`config.mk`:
```
export PLATFORM = sky130hd
export DESIGN_NAME = neuron_mac_sequencer
export DESIGN_NICKNAME = d
export VERILOG_FILES = /design/src/rtl/neuron_mac_sequencer.sv
export SDC_FILE = /design/constraint.sdc
export NUM_CORES = 1
export LEC_CHECK = 0
export ABC_AREA = 1
export CORE_ASPECT_RATIO = 1.4
export CORE_MARGIN = 4
export CORE_UTILIZATION = 40
export CTS_BUF_LIST = sky130_fd_sc_hd__clkbuf_16
export DETAILED_ROUTE_END_ITERATION = 16
export SETUP_SLACK_MARGIN = 0.2
export SLEW_MARGIN = 20
export SYNTH_ARGS = -nofsm -noshare
export SYNTH_HDL_FRONTEND = slang
export SYNTH_SLANG_ARGS = --single-unit
```
`constraint.sdc`:
```
create_clock -name clk -period 6.8 [get_ports clk]
set_input_delay 2.04 -clock clk [delete_from_list [all_inputs] [get_ports clk]]
set_output_delay 2.04 -clock clk [all_outputs]
set_load 0.05 [all_outputs]
```
`src/rtl/neuron_mac_sequencer.sv`:
```
// Neuron MAC sequencer: reads N activation/weight pairs from the neuron RAM,
// accumulates their unsigned dot product, then writes a scaled, saturated byte back.
module neuron_mac_sequencer #(
  parameter int N_INPUTS = 4,
  parameter int X_BASE   = 0,
  parameter int W_BASE   = 4,
  parameter int OUT_ADDR = 8,
  parameter int SHIFT    = 0
) (
  input  logic       clk,
  input  logic       rst_n,
  input  logic       start,
  output logic       busy,
  output logic       done,
  output logic [7:0] result,
  output logic [7:0] ram_read_address,
  output logic       ram_oe,
  input  logic [7:0] ram_read_data,
  output logic [7:0] ram_write_address,
  output logic [7:0] ram_write_data,
  output logic       ram_wre
);

  typedef enum logic [2:0] {
    IDLE,
    RD_X,
    RD_W,
    WRITE,
    DONE
  } state_t;

  localparam logic [5:0] LAST_IDX   = 6'(N_INPUTS - 1);
  localparam logic [7:0] X_BASE_A   = 8'(X_BASE);
  localparam logic [7:0] W_BASE_A   = 8'(W_BASE);
  localparam logic [7:0] OUT_ADDR_A = 8'(OUT_ADDR);

  state_t      state_q, state_d;
  logic [5:0]  idx_q, idx_d;
  logic [23:0] acc_q, acc_d;
  logic [7:0]  x_reg_q, x_reg_d;
  logic [7:0]  result_q, result_d;

  logic [15:0] product;
  logic [23:0] scaled;
  logic [7:0]  sat_value;

  // Saturated output is derived purely from the registered accumulator.
  always_comb begin
    product   = x_reg_q * ram_read_data;
    scaled    = acc_q >> SHIFT;
    sat_value = (scaled > 24'd255) ? 8'hFF : scaled[7:0];
  end

  always_ff @(posedge clk or negedge rst_n) begin
    if (!rst_n) begin
      state_q  <= IDLE;
      idx_q    <= '0;
      acc_q    <= '0;
      x_reg_q  <= '0;
      result_q <= '0;
    end else begin
      state_q  <= state_d;
      idx_q    <= idx_d;
      acc_q    <= acc_d;
      x_reg_q  <= x_reg_d;
      result_q <= result_d;
    end
  end

  always_comb begin
    state_d           = state_q;
    idx_d             = idx_q;
    acc_d             = acc_q;
    x_reg_d           = x_reg_q;
    result_d          = result_q;
    busy              = 1'b0;
    done              = 1'b0;
    ram_read_address  = '0;
    ram_oe            = 1'b0;
    ram_write_address = '0;
    ram_write_data    = '0;
    ram_wre           = 1'b0;

    case (state_q)
      IDLE: begin
        if (start) begin
          acc_d   = '0;
          idx_d   = '0;
          state_d = RD_X;
        end
      end
      RD_X: begin
        busy             = 1'b1;
        ram_oe           = 1'b1;
        ram_read_address = X_BASE_A + {2'b00, idx_q};
        x_reg_d          = ram_read_data;
        state_d          = RD_W;
      end
      RD_W: begin
        busy             = 1'b1;
        ram_oe           = 1'b1;
        ram_read_address = W_BASE_A + {2'b00, idx_q};
        acc_d            = acc_q + {8'h00, product};
        if (idx_q == LAST_IDX) begin
          state_d = WRITE;
        end else begin
          idx_d   = idx_q + 6'd1;
          state_d = RD_X;
        end
      end
      WRITE: begin
        busy              = 1'b1;
        ram_wre           = 1'b1;
        ram_write_address = OUT_ADDR_A;
        ram_write_data    = sat_value;
        result_d          = sat_value;
        state_d           = DONE;
      end
      DONE: begin
        done    = 1'b1;
        state_d = IDLE;
      end
      default: state_d = IDLE;
    endcase
  end

  assign result = result_q;

endmodule

```
## Yosys cells after proc, flatten, opt, wreduce, memory -nomap -nowiden

Cells that the tools add are included.

| cells by class | value |
|---|---|
| add/sub/neg operators | 3 |
| multipliers | 1 |
| magnitude comparators | 1 |
| eq/ne operators | 7 |
| muxes and demuxes | 16 |
| reduce and logical (&&, ||, !) cells | 6 |

Operators by type and width:

| cell | count |
|---|---|
| case mux 24 bit (2 select lines) | 1 |
| adder 24 x 16 -> 24 bit | 1 |
| > comparator 24 x 8 -> 1 bit, second input constant | 1 |
| two-way mux 24 bit | 1 |
| multiplier 8 x 8 -> 16 bit | 1 |
| two-way mux 8 bit | 2 |
| case mux 7 bit (2 select lines) | 1 |
| two-way mux 6 bit | 2 |
| case mux 3 bit (4 select lines) | 1 |
| case mux 6 bit (2 select lines) | 1 |
| adder 3 x 6 -> 7 bit, first input constant | 1 |
| adder 6 x 1 -> 6 bit, second input constant | 1 |
| == test 3 x 2 -> 1 bit, second input constant | 2 |
| == test 6 x 2 -> 1 bit, second input constant | 1 |
| two-way mux 1 bit | 4 |
| two-way mux 4 bit | 1 |
| inequality test 2 bit, second input constant | 2 |
| == test 3 x 1 -> 1 bit, second input constant | 1 |
| == test 3 bit, second input constant | 1 |
| logical NOT 3 bit | 1 |
| two-way mux 3 bit | 1 |
| AND reduction 3 bit | 1 |
| OR reduction 3 bit | 1 |
| two-way mux 2 bit | 1 |
| other kinds (3) | 3 |

| word-level totals | value |
|---|---|
| register bits after elaboration | 49 |
| input port bits | 11 |
| output and inout port bits | 36 |
| word-level logic and storage cells | 39 |

## Depth between registers and ports, before layout

Gate-level depths: netlist (run 1).

| logic depth | value |
|---|---|
| word-level depth | 3 |
| gate-level depth with buffers | 24 |
| gate-level depth less buffers | 23 |

## Least setup slack after synthesis (run 1)

OpenSTA, ideal clock, no wires.

| path | value |
|---|---|
| path type | input to register |
| start point | input ram_read_data[4] |
| end point | register acc_q[23] |
| setup time | 0.113 ns |
| arrival time | 5.626 ns |
| data required time | 6.687 ns |
| slack | 1.061 ns |
| stages on the path | 20 |
| path buffers | 1 |
| cells stage by stage | clkbuf_1 > nand2_1 > fa_1 > inv_1 > fa_1 > fa_1 > inv_1 > fa_1 > inv_1 > ha_1 > a21oi_1 > nor2_1 > nor2_1 > nand2_2 > nand2_1 > nand2_2 > nand2_1 > nand2_1 > nand2_1 > inv_1 |

| between the ends | value |
|---|---|
| longest elaborated chain between the ends | 3 |

RTL lines:

| element | line | RTL |
|---|---|---|
| from (decl) | 18 | `input logic [7:0] ram_read_data,` |
| multiplier 8 x 8 -> 16 bit | 49 | `product = x_reg_q * ram_read_data;` |
| adder 24 x 16 -> 24 bit | 103 | `acc_d = acc_q + {8'h00, product};` |
| case mux 24 bit (2 select lines) | 84 | `case (state_q)` |
| to (signal assigned) | 58 | `acc_q <= '0;` |
| to (signal assigned) | 64 | `acc_q <= acc_d;` |
| to (decl) | 39 | `logic [23:0] acc_q, acc_d;` |

Every way passes these cells.
A chain may end at the register's enable or synchronous reset.

## Final worst setup path (run 1)

| path | value |
|---|---|
| start point | input ram_read_data[4] |
| end point | register acc_q[20] |

The elaborated chain is that of the path after synthesis.

==> out/qor.yml, run 1 <==
hold_depth: 2
critPathKind: "in -> reg"
dpl.hpwl_um: 10600
grt_max_degree: 50
viasPerCell: 4.76
outcome: "finished clean"
die_h_um: 145
mostFrequentLayoutCell: "nand2_1"
slew_violations: 0
dp.cells: 906
rr_worst_depth: 21
clock_latency_ns: 0.30
rsz0062_at_grt: "no"
mostFrequentLayoutCells: "nand2_1 (192), inv_1 (174), fa_1 (50)"
finalHoldViolCount: 0
tightest_slew_ns: 0.747
clkTransAtPathRegs_ns: 0.08
portBuffers: 38
area_growth_pct: 11.9
period_needed_ns: 6.24
multi_input_area_um2: 3290
hold_path.class: "reg -> reg"
final_nets: 840
cts_tree: "built"
layout-drive-gt1-share_pct: 5.71
r2r_setup_slack_ns: 2.43
cp_max_fo: 9
num_rows: 49
cts_max_level: 2
min_to: "result[5]"
ctsLongestPathBuffers: 2
synth_edf_count: 0
synthArstFlopShare_pct: 100
fmax_mhz: 160
drt_iter0_markers: 190
r2r-start: "x_reg_q[0]"
root_buffer: "clkbuf_16"
ys_types: 38
tns_ns: 0
crit_required_ns: 7.00
gp_congestion: 0.892
fin_crit_sh_pct: 91.7
max_cap_violations: 0
post-cts-setup-buffers: 0
worstSetupEndpointType: "register"
die-area_um2: 15300
grt_pass1_wl_um: 22100
numClockSinks: 49
p_leak_nw: 3.48
skew_ns: 0.00710
netlist_area_um2: 5330
ys_seq_elements: 49
ys_warn_count: 0
grt-ovfl-total: 0
remaining_drc_errors: 0
yosysSeqAreaShare_pct: 23.0
power_density_nw_per_um2: 485
hold_start: "result[5]"
synthFlopType: "dfrtp_1"
grt_usage_pct: 18.2
syn_area_per_cell_um2: 7.47
grt_pass1_vias: 4619
r2r-end: "acc_q[20]"
power.total_mw: 2.89
diodes: 0
fillers: 1335
start_util_pct: 41.2
cts_inserted_buffers: 5
final_cells: 914
die_w_um: 106
hold_buffers: 0
slew-limit-headroom_pct: 50.1
seq_area_um2: 1230
setup_viol: 0
totalWireLength_um: 13000
netlist_instances: 713
first_pass_iters: 4
antenna_found_initial: 0
vdd_ir_drop_max_mv: 0.213
cp-start-kind: "input port"
core_area_um2: 12900
vias: 4349
worstPathArrival_ns: 6.44
io_pins: 47
wire_per_inst_um: 14.2
cts_resized: 0
final_antenna_net_count: 0
[cell usage after synthesis (2+ instances only)]
master / number / share of area [%]
inv_1: 174 / 12
inv_2: 6 / 0.42
nor4_2: 4 / 0.94
o22ai_1: 4 / 0.47
nand3_2: 3 / 0.56
nand2_1: 192 / 14
buf_2: 6 / 0.56
nand2_2: 4 / 0.47
o21ai_1: 15 / 1.4
a21oi_1: 21 / 2.0
xnor2_1: 3 / 0.49
dfrtp_1: 49 / 23
mux2_1: 4 / 0.85
mux2_2: 4 / 0.85
o21ai_2: 5 / 0.82
or2_0: 2 / 0.23
buf_4: 9 / 1.3
fa_1: 50 / 19
nor4_1: 2 / 0.23
nand3b_1: 3 / 0.42
o21ai_0: 17 / 1.6
clkbuf_1: 16 / 1.1
nor2_1: 32 / 2.3
nand3_1: 26 / 2.4
nor3_1: 6 / 0.56
ha_1: 44 / 10
[worst max-delay path by stage]
stage                endpoint  slack (ns)              from  cells after the start
detailed placement  acc_q[20]        0.24  ram_read_data[4]                     20
floorplan           acc_q[23]        1.06  ram_read_data[4]                     20
global route        acc_q[18]        0.28  ram_read_data[4]                     20
finish              acc_q[20]        0.56  ram_read_data[4]                     20
global placement    acc_q[20]        0.30  ram_read_data[4]                     20
CTS                 acc_q[20]        0.56  ram_read_data[4]                     20
[cell families (layout without fill, tap and decap cells)]
group,after synthesis,in the layout,share of synthesized area [%]
other cells,1,8,0.0704
compound gates,66,66,7.07
mux,8,8,1.69
buf+inv,212,228,15.7
simple gates,280,280,22.8
xor+xnor,3,3,0.493
fa+ha+maj,94,94,29.1
flops,49,49,23.0
[routing by layer]
layer / track usage (%) / share of wire [%] / vias to the layer above
li1: - / - / 2161
met1: 19.5 / 39 / 2081
met2: 35.3 / 54 / 73
met3: 1.88 / 2.0 / 34
met4: 9.21 / 4.6 / 0
met5: 0 / 0 / -
[stage by stage]
step                cell area (um2)  worst slack, ns  util, %  hold WS, ns
floorplan                      5350             1.06        -        0.478
global placement               5800            0.300     44.9        0.488
detailed placement             5800            0.237     44.9        0.498
CTS                            5960            0.558     46.1        0.519
global route                   5960            0.283     46.1        0.551
finish                         5960            0.565     46.1        0.519
[critical path: stages]
cell and delay [ns]:
clkdlybuf4s50_1 0.72, nand2_1 0.14, fa_1 0.54, inv_1 0.05
fa_1 0.47, fa_1 0.56, inv_1 0.06, fa_1 0.53
inv_1 0.04, ha_1 0.35, nand2_1 0.09, nand2_1 0.07
a21oi_1 0.20, nand3_1 0.20, nand2_1 0.10, nand2_1 0.07
nand2_1 0.06, nand2_1 0.05, nand2_1 0.05, inv_1 0.04
[registers in the layout (all words and copies together) (netlist names)]
| register | count |
|---|---|
| state_q | 3 |
| idx_q | 6 |
| x_reg_q | 8 |
| acc_q | 24 |
| result | 8 |
[layout make-up]
cell class / count / share of cell area [%]
Inverter: 180 / 11.3
Multi-Input combinational cell: 459 / 55.2
Timing Repair Buffer: 40 / 6.55
Tap cell: 178 / 3.74
Clock buffer: 5 / 2.10
Sequential cell: 49 / 20.6
Clock inverter: 3 / 0.483
[power breakdown]
group | total (mW) | switching, mW | internal [mW] | leakage, nW
Clock | 0.273 | 0.132 | 0.142 | 0.0763
Sequential | 0.459 | 0.0730 | 0.386 | 0.589
Combinational | 2.16 | 1.36 | 0.793 | 2.81
Total | 2.89 | 1.57 | 1.32 | 3.48
(Power assumes the default switching activity.)
==> inputs of run 2 (changes only) <==
CORE_MARGIN = 3   (was 4)
==> run 2 against run 1 <==
  * Wire length fell by 0.58%
  * Clock skew fell by 0.0023 ns
  * Global-route usage rose by 0.29 points
  * Clock power rose by 9.9%
  * Sequential share of layout area fell by 0.065 points
  * First-iteration DRC count fell by 10%
  * Register-to-register slack barely moved
  * Critical path depth did not move
  * Sequential power barely moved
  * Setup slack improved by 0.0063 ns
  * Combinational power barely moved
  * Critical path type unchanged
  * Critical endpoint is now acc_q[19]
  * Largest power group unchanged
  * Highest routed layer unchanged
==> out/qor.yml, run 2 (synthesis results as in run 1) <==
die-area_um2: 14800
seqPwrFrac_pct: 15.8
totalWireLength_um: 12900
grt_pass1_vias: 4636
hold_path.class: "reg -> reg"
crit_path_max_incr_delay_ns: 0.69
skew_ns: 0.00479
core_area_um2: 12900
power_density_nw_per_um2: 489
cts_max_level: 2
drt_iter0_markers: 171
worstSetupEndpointType: "register"
root_buffer: "clkbuf_16"
utilization_pct: 46.2
crit_required_ns: 7.00
period_needed_ns: 6.23
dpl.hpwl_um: 10600
top_register: "acc_q"
finalInstanceArea_um2: 5980
gp_congestion: 0.895
cts_resized: 0
clkTransAtPathRegs_ns: 0.07
rsz0062_at_grt: "no"
hold_buffers: 0
critPathKind: "in -> reg"
cp-start-kind: "input port"
fmax_mhz: 161
met2_wirelength_um: 7180
p_int_mw: 1.36
p_leak_nw: 3.49
viasPerCell: 4.74
vias: 4330
grt_pass1_wl_um: 22100
start_util_pct: 41.2
grt-ovfl-total: 0
diodes: 0
power_frac_clock_pct: 10.2
worst-path-buf-inv: 5
ctsLongestPathBuffers: 2
top_layer: "met4"
largest_reg_flops: 24
wire_per_inst_um: 14.2
p_switching_mw: 1.57
setup_viol: 0
mostFrequentLayoutCells: "nand2_1 (192), inv_1 (174), fa_1 (50)"
tightest_slew_ns: 0.752
finalHoldViolCount: 0
numClockSinks: 49
io_pins: 47
cts_tree: "built"
clock_latency_ns: 0.30
area_growth_pct: 12.2
tns_ns: 0
final_nets: 840
slew-limit-headroom_pct: 49.7
pwr-share-comb_pct: 74.0
post-cts-setup-buffers: 0
grt_usage_pct: 18.5
dpl_cell_area_um2: 5800
num_rows: 49
outcome: "finished clean"
first_pass_iters: 4
wl_met1_um: 5090
die_h_um: 143
die_w_um: 104
worstPathArrival_ns: 6.42
final_antenna_net_count: 0
switching_share_pct: 53.5
layout-drive-gt1-share_pct: 5.71
slew_violations: 0
path_common_cell: "nand2_1"
slowest_stage: "clkdlybuf4s50_1"
fillers: 1311
crit_family: "adder cells"
grt_max_degree: 50
cts_inserted_buffers: 5
cp_max_fo: 9
mostFrequentLayoutCell: "nand2_1"
wl_met3_um: 201
fin_crit_sh_pct: 91.6
antenna_found_initial: 0
path_cells: "clkdlybuf4s50_1, nand2_1, fa_1, inv_1, fa_1, fa_1, inv_1, fa_1, inv_1, ha_1, a21oi_1, nor2_1, nor2_1, nand2_2, nand2_1, nand2_2, nand2_1, nand2_1, nand2_1, inv_1"
portBuffers: 38
vdd_ir_drop_max_mv: 0.208
max_cap_violations: 0
remaining_drc_errors: 0
run 2: cell count changes in the layout (fill, tap and decap cells not counted):
cell,change
bufinv_16,+1
clkinv_4,-1
inv_6,+1
inv_8,-1
run 2: routing by layer:
metal,global-route usage (%),up-vias
met2,36.9,62
met5,0,-
met3,1.77,26
met1,19.8,2083
met4,7.98,0
li1,-,2159
run 2: through the flow:
step | power, mW | hold slack (ns) | setup WS (ns) | std cells
final | 2.92 | 0.512 | 0.571 | 914
after global routing | 3.31 | 0.531 | 0.267 | 914
after CTS | 2.95 | 0.513 | 0.524 | 914
after detailed placement | 2.64 | 0.497 | 0.235 | 906
after global placement | 2.60 | 0.491 | 0.267 | 906
after floorplan | 2.14 | 0.478 | 1.06 | 720
run 2: path summary, 6_finish.rpt:
kind,start,endpoint,slack [ns],cells after the start
worst max-delay path,ram_read_data[4],acc_q[19],0.57,20
max in group asynchronous,rst_n,result[5],4.46,2
min in group asynchronous,rst_n,x_reg_q[5],1.87,2
worst min register to register,result[1],result[1],0.51,2
worst max register to register,x_reg_q[4],acc_q[19],2.44,19
worst min-delay path,result[1],result[1],0.51,2
run 2: tightest hold or removal path: stages (launching register included):
cell and delay [ns]:
dfrtp_1 0.34, o21ai_0 0.08, nand2_1 0.07
run 2: cell type report:
type / instances / area (um2) / area share, %
Inverter: 180 / 676 / 11.3
Tap cell: 178 / 223 / 3.73
Timing Repair Buffer: 40 / 390 / 6.53
Clock inverter: 3 / 47.5 / 0.795
Sequential cell: 49 / 1230 / 20.5
Clock buffer: 5 / 125 / 2.09
Multi-Input combinational cell: 459 / 3290 / 55.0
run 2: power by group through the flow:
stage	registers (mW)	clock network, mW	logic (mW)
2_1_floorplan	0.439	0	1.70
3_3_place_gp	0.465	0	2.14
3_5_place_dp	0.467	0	2.17
4_1_cts	0.462	0.306	2.19
5_1_grt	0.471	0.319	2.52
6_report	0.461	0.300	2.16
